==> src/rtl/div_seq.sv <==
// Sequential restoring divider: one quotient bit per clock, MSB first, with a
// data_rdy/result_rdy handshake. Optional feature macro: DIV_ZERO_CHECK_EN.
module div_seq #(
  parameter int N = 8,
  parameter int M = 8
) (
  input  logic         clk,
  input  logic         rst,
  input  logic         data_rdy,
  input  logic [N-1:0] dividend,
  input  logic [M-1:0] divisor,
  output logic         busy,
  output logic         result_rdy,
  output logic [N-1:0] quotient,
  output logic [M-1:0] remainder,
  output logic         div_by_zero
);

  localparam int CW = (N > 1) ? $clog2(N) : 1;

  localparam logic [1:0] IDLE = 2'd0;
  localparam logic [1:0] CALC = 2'd1;
  localparam logic [1:0] DONE = 2'd2;

  logic [1:0]    state;
  logic [N-1:0]  dvd;
  logic [N-1:0]  quo;
  logic [N-1:0]  quo_next;
  logic [M-1:0]  dsr;
  logic [M:0]    pr;
  logic [M:0]    pr_shift;
  logic [M:0]    pr_next;
  logic [CW-1:0] cnt;
  logic          ge;
  logic          zero_skip;
  logic          dbz_q;

  assign busy        = (state == CALC);
  assign result_rdy  = (state == DONE);
  assign div_by_zero = dbz_q;

`ifdef DIV_ZERO_CHECK_EN
  assign zero_skip = (dsr == '0);
`else
  assign zero_skip = 1'b0;
`endif

  // One restoring step: the M+1-bit compare cannot overflow since pr < divisor.
  always_comb begin
    pr_shift = {pr[M-1:0], dvd[N-1]};
    ge       = (pr_shift >= {1'b0, dsr});
    pr_next  = ge ? (pr_shift - {1'b0, dsr}) : pr_shift;
    quo_next = {quo[N-2:0], ge};
  end

  // NOTE: only control state and the visible result registers are reset; the
  // datapath registers are always loaded on accept before they are read.
  always_ff @(posedge clk) begin
    if (rst) begin
      state     <= IDLE;
      quotient  <= '0;
      remainder <= '0;
      dbz_q     <= 1'b0;
    end else begin
      case (state)
        IDLE, DONE: begin
          if (data_rdy) begin
            dvd   <= dividend;
            dsr   <= divisor;
            pr    <= '0;
            quo   <= '0;
            cnt   <= CW'(N - 1);
            state <= CALC;
          end else begin
            state <= IDLE;
          end
        end
        CALC: begin
          if (zero_skip) begin
            // No step has run yet, so dvd still holds the original dividend.
            state     <= DONE;
            quotient  <= '1;
            remainder <= M'(dvd);
            dbz_q     <= 1'b1;
          end else begin
            pr  <= pr_next;
            dvd <= dvd << 1;
            quo <= quo_next;
            cnt <= cnt - CW'(1);
            if (cnt == '0) begin
              state     <= DONE;
              quotient  <= quo_next;
              remainder <= pr_next[M-1:0];
              dbz_q     <= 1'b0;
            end
          end
        end
        default: state <= IDLE;
      endcase
    end
  end

endmodule
==> config.mk <==
export PLATFORM = sky130hd
export DESIGN_NAME = div_seq
export DESIGN_NICKNAME = d
export VERILOG_FILES = /design/src/rtl/div_seq.sv
export SDC_FILE = /design/constraint.sdc
export NUM_CORES = 1
export LEC_CHECK = 0
export CAP_MARGIN = 5
export CORE_UTILIZATION = 38
export DETAILED_ROUTE_END_ITERATION = 8
export PLACE_DENSITY_LB_ADDON = 0.12
export SLEW_MARGIN = 20
export SYNTH_ARGS = -nofsm -noshare
export SYNTH_HDL_FRONTEND = slang
export SYNTH_SLANG_ARGS = --single-unit
==> constraint.sdc <==
create_clock -name clk -period 8.55 [get_ports clk]
set_input_delay 0.855 -clock clk [delete_from_list [all_inputs] [get_ports clk]]
set_output_delay 0.855 -clock clk [all_outputs]
set_load 0.02 [all_outputs]
Word-level counts from Yosys, hierarchy flattened
Index checks and enable logic that the tools add are counted.
{"block": "word_totals", "mem_count": 0, "reg_bits": 52, "inputBits": 19, "word_cells": 35, "latch_bits": 0, "romBits": 0, "out_inout_bits": 19, "ramBits": 0}
{"block": "classes", "magnitude_cmp": 1, "n_bitwise": 1, "n_reduce_logical": 7, "n_shift": 0, "addsub": 2, "multipliers": 0, "eq_ne": 4, "mux": 12, "div": 0}
{"op": "case mux 8 bit (2 select lines)", "n": 2}
{"op": "two-way mux 8 bit", "n": 3}
{"op": "case mux 7 bit (2 select lines)", "n": 1}
{"op": ">= comparator 9 x 8 -> 1 bit", "n": 1}
{"op": "subtractor 8 bit", "n": 1}
{"op": "two-way mux 7 bit", "n": 1}
{"op": "case mux 3 bit (2 select lines)", "n": 1}
{"op": "AND reduction 3 bit", "n": 2}
{"op": "case mux 2 bit (2 select lines)", "n": 1}
{"op": "logical NOT 3 bit", "n": 1}
{"op": "two-way mux 3 bit", "n": 1}
{"op": "subtractor 3 x 1 -> 3 bit, second input constant", "n": 1}
{"op": "equality test 2 x 1 -> 1 bit, second input constant", "n": 1}
{"op": "equality test 2 bit, second input constant", "n": 1}
{"op": "logical NOT 2 bit", "n": 1}
{"op": "two-way mux 2 bit", "n": 1}
{"op": "!= test 2 x 1 -> 1 bit, second input constant", "n": 1}
{"op": "!= test 2 bit, second input constant", "n": 1}
{"op": "AND reduction 2 bit", "n": 1}
{"op": "nonzero test 2 bit", "n": 1}
{"op": "OR reduction 2 bit", "n": 1}
{"op": "two-way mux 1 bit", "n": 1}
{"op": "inverter 1 bit", "n": 1}

Logic depth before layout (Yosys ltp)
{"block": "depth", "word_depth": 4, "mapped_depth": 9}

Worst setup path before layout
OpenSTA, ideal clock, no wires.
{"block": "synth_path", "path_type": "input -> register", "from": "in rst", "to": "reg cnt[0] (enable)", "arrival_time_ns": 2.961, "slack_ns": 5.144, "path_stages": 2, "required_time_ns": 8.105, "n_path_buf": 1, "setup_ns": 0.445, "path_cell_list": "clkbuf_1 -> o21ai_0"}
{"block": "synth_via", "elab_chain_len": 2}
{"element": "from (decl)", "line": "8", "text": "input logic rst,"}
{"element": "inverter 1 bit (no source line)"}
{"element": "AND reduction 3 bit (no source line)"}
{"element": "to (signal assigned)", "line": "72", "text": "cnt <= CW'(N - 1);"}
{"element": "to (signal assigned)", "line": "89", "text": "cnt <= cnt - CW'(1);"}
{"element": "to (decl)", "line": "33", "text": "logic [CW-1:0] cnt;"}
No other way between the ends.
A chain may end at the register's enable or synchronous reset.

Worst setup path after layout
{"block": "layout_path", "from": "reg state[1]", "to": "out busy"}
{"block": "layout_via", "elab_chain_len": 1}
{"element": "from (decl)", "line": "25", "text": "logic [1:0] state;"}
{"element": "from (signal assigned)", "line": "60", "text": "state <= IDLE;"}
{"element": "from (signal assigned)", "line": "73", "text": "state <= CALC;"}
{"element": "from (signal assigned)", "line": "75", "text": "state <= IDLE;"}
{"element": "equality test 2 x 1 -> 1 bit", "line": "38", "text": "assign busy = (state == CALC);"}
{"element": "to (decl)", "line": "12", "text": "output logic busy,"}
No other way between the ends.

==> out/results.ini <==
[status]
run_status = complete, no violations

[global_routing]
wire_length_of_the_first_global_routing_pass_um = 7320
vias_in_the_first_global_route = 1559
grt_max_degree = 25
grt_antenna_before_repair = 0
grt_overflow_total = 0
tot_gr_track_use_pct = 15.0

[floorplan]
initial_utilization_pct = 40.0
core_um2 = 5990
top_level_ports = 38
die_h_um = 81.4
floorplan.rows = 28
total_die_area_um2 = 6620
floorplan.die.width_um = 81.4

[yosys]
synthesis.yosys.warnings = 0
post-synth-top-area-fraction_pct = 42.6
yosys-top-cells-area = sky130_fd_sc_hd__edfxtp_1 (43%), sky130_fd_sc_hd__dfxtp_1 (15%), sky130_fd_sc_hd__nand2_1 (6.3%), sky130_fd_sc_hd__ha_1 (5.2%), sky130_fd_sc_hd__nor2_1 (3.0%)
synth_nets = 251
sequential_to_total_area_share_from_yosys_stat_pct = 57.7
netlist.top_cell.by_area = sky130_fd_sc_hd__edfxtp_1
synth_seq_cells = 52
synthCells = 221
synth.cell_area_um2 = 2390
syn_avg_cell_area_um2 = 10.8
yosys.cell_types.count = 42

[sta]
setup_viol = 0
final.min_clock_period_ns = 3.44
fin_skew_ns = 0.00918
slew_violations = 0
maxClockFrequency_mhz = 291
timing.final.crit_share_pct = 40.2
max_slew_headroom_at_the_worst_pin_pct = 42.3
totalNegativeSetupSlack_ns = 0
worstMarginPinSlew_ns = 0.866
grt_setup_unrepaired = false
whs_ns = 0.456
finalHoldViolCount = 0

[final_layout]
multi_input_area_um2 = 922
final.fill_count = 566
final-seq-area_um2 = 1380
fin_area_um2 = 2930
design.final.nets = 286
diodes = 0
area_delta_synth_final_pct = 22.3
final_core_util_pct = 48.9
layout-drive-gt1-share_pct = 8.17

[place]
dp.final_hpwl_um = 3100
gp_congestion = 0.751
placed_cell_area_um2 = 2820
portBuffers = 36

[routing]
route.vias.total = 1597
drc_errors = 0
routed_wirelength_um = 4390
post_drt_wl_per_cell_um = 13.2
first_iter_violations = 70
antenna_violation_net_count_after_detailed_routing = 0
detailedRoute.firstPassIterationCount = 4
via_density_per_instance = 4.81

[setup_path]
cp.arrival_ns = 2.58
critPathKind = flip-flop to output port
critical_path_required_ns = 7.70
crit_path_max_fanout = 20
crit_path_launch_type = flip-flop
worst_setup_path_end_kind = output port

[cts]
cts_resized = 0
cts_max_level = 2
cts_setup_buffers = 0
clkTransAtPathRegs_ns = 0.10
clock_tree.root_cell = sky130_fd_sc_hd__clkbuf_8
number_of_buffers_added_by_the_clock_tree_synthesis_step = 5
clock_latency_ns = 0.31
numClockSinks = 52
cts-hold-fix-buffers = 0
tritoncts = yes
clock_tree.buffer_depth = 2

[pwr]
vdd_ir_drop_max_v = 0.0000736
powerDensity_nw_per_um2 = 189
power.total_w = 0.000552
p_leak_nw = 1.13

[run]
maxCapViolations = 0

[hold_path]
hold_class = flip-flop to flip-flop

## metal layers
| layer | global-route usage [%] | routed length, µm |
|---|---|---|
| met5 | 0 | 0 |
| met4 | 5.89 | 74 |
| met3 | 3.03 | 119 |
| met2 | 22.5 | 1920 |
| met1 | 21.2 | 2280 |
## worst max-delay path, cell delays in order, from the launching register on
cell and delay (ns):
sky130_fd_sc_hd__dfxtp_1 0.33, sky130_fd_sc_hd__nand2b_1 0.61, sky130_fd_sc_hd__clkinv_1 0.64, sky130_fd_sc_hd__clkdlybuf4s50_1 0.70
## state kept, by name, summed over array words and instances, names as in the netlist
| name | flops |
|---|---|
| state | 2 |
| pr | 8 |
| quo | 7 |
| remainder | 8 |
| cnt | 3 |
| quotient | 8 |
| dvd | 8 |
| dsr | 8 |
## Yosys cell counts
cell                        count
sky130_fd_sc_hd__nand2_1       40
sky130_fd_sc_hd__edfxtp_1      34
sky130_fd_sc_hd__nor2_1        19
sky130_fd_sc_hd__dfxtp_1       18
sky130_fd_sc_hd__inv_1         14
sky130_fd_sc_hd__a21oi_1       10
sky130_fd_sc_hd__ha_1          10
sky130_fd_sc_hd__and2_1         8
sky130_fd_sc_hd__clkbuf_1       6
sky130_fd_sc_hd__o21ai_0        6
sky130_fd_sc_hd__a211oi_1       5
sky130_fd_sc_hd__nand3_1        5
sky130_fd_sc_hd__nor2b_1        5
sky130_fd_sc_hd__mux2i_1        4
sky130_fd_sc_hd__a21o_1         3
sky130_fd_sc_hd__xnor2_1        3
sky130_fd_sc_hd__a211oi_2       2
sky130_fd_sc_hd__mux2_4         2
sky130_fd_sc_hd__nand2b_1       2
sky130_fd_sc_hd__or2_2          2
sky130_fd_sc_hd__xor2_1         2
sky130_fd_sc_hd__a21oi_2        1
sky130_fd_sc_hd__a2bb2oi_2      1
sky130_fd_sc_hd__a311oi_1       1
sky130_fd_sc_hd__a31oi_1        1
sky130_fd_sc_hd__a32oi_1        1
sky130_fd_sc_hd__buf_1          1
sky130_fd_sc_hd__buf_2          1
sky130_fd_sc_hd__buf_4          1
sky130_fd_sc_hd__clkinv_1       1
sky130_fd_sc_hd__conb_1         1
sky130_fd_sc_hd__fa_1           1
sky130_fd_sc_hd__nand2_4        1
sky130_fd_sc_hd__nand2b_2       1
sky130_fd_sc_hd__nor3_1         1
sky130_fd_sc_hd__nor3_4         1
sky130_fd_sc_hd__nor4b_1        1
sky130_fd_sc_hd__o211a_1        1
sky130_fd_sc_hd__o21bai_1       1
sky130_fd_sc_hd__o31ai_1        1
sky130_fd_sc_hd__or3_1          1
sky130_fd_sc_hd__or3b_2         1
## metrics by stage
stage | worst slack [ns] | cells
finish | 5.11 | 332
CTS | 5.07 | 332
global placement | 5.28 | 324
detailed placement | 5.25 | 324
floorplan | 5.14 | 221
global route | 4.84 | 332
## worst paths after layout
| check | cells past startpoint | slack (ns) | endpoint | from |
|---|---|---|---|---|
| max reg2reg | 4 | 5.90 | remainder[2] | state[1] |
| min | 2 | 0.46 | quotient[4] | quotient[4] |
| max | 3 | 5.11 | busy | state[1] |
| min reg2reg | 2 | 0.46 | quotient[4] | quotient[4] |
## layout make-up
type,count,share of cell area [%]
tap,75,3.21
sequential,52,47.2
inverter,15,1.92
timing repair buffer,37,12.6
multi-input combinational,145,31.5
clock inverter,1,0.299
clock buffer,7,3.33
## cells in the final DEF, fill, tap and decap left out, drive strengths merged, types with 3 or more instances in the layout
master         Yosys  layout
a21o               3       3
nor2b              5       5
nand3              5       5
clkdlybuf4s50      0      36
a21oi             11      11
clkbuf             6       7
ha                10      10
inv               14      15
nor2              19      19
a211oi             7       7
edfxtp            34      34
xnor2              3       3
o21ai              6       6
mux2i              4       4
nand2b             3       3
nand2             41      41
dfxtp             18      18
and2               8       8
## power breakdown
part	leakage, nW	internal, W	switching (W)	total, W
sequential	0.467	0.000288	0.00000687	0.000295
combinational	0.613	0.0000422	0.0000539	0.0000961
clock	0.0540	0.0000769	0.0000844	0.000161
total	1.13	0.000407	0.000145	0.000552
## cells by family after synthesis
family	synth area share, %
fa+ha+maj	6.06
other cells	0.157
mux	2.93
flops	57.7
compound gates	9.93
buf+inv	3.97
xor+xnor	1.83
simple gates	17.5
(Power assumes the default switching activity.)
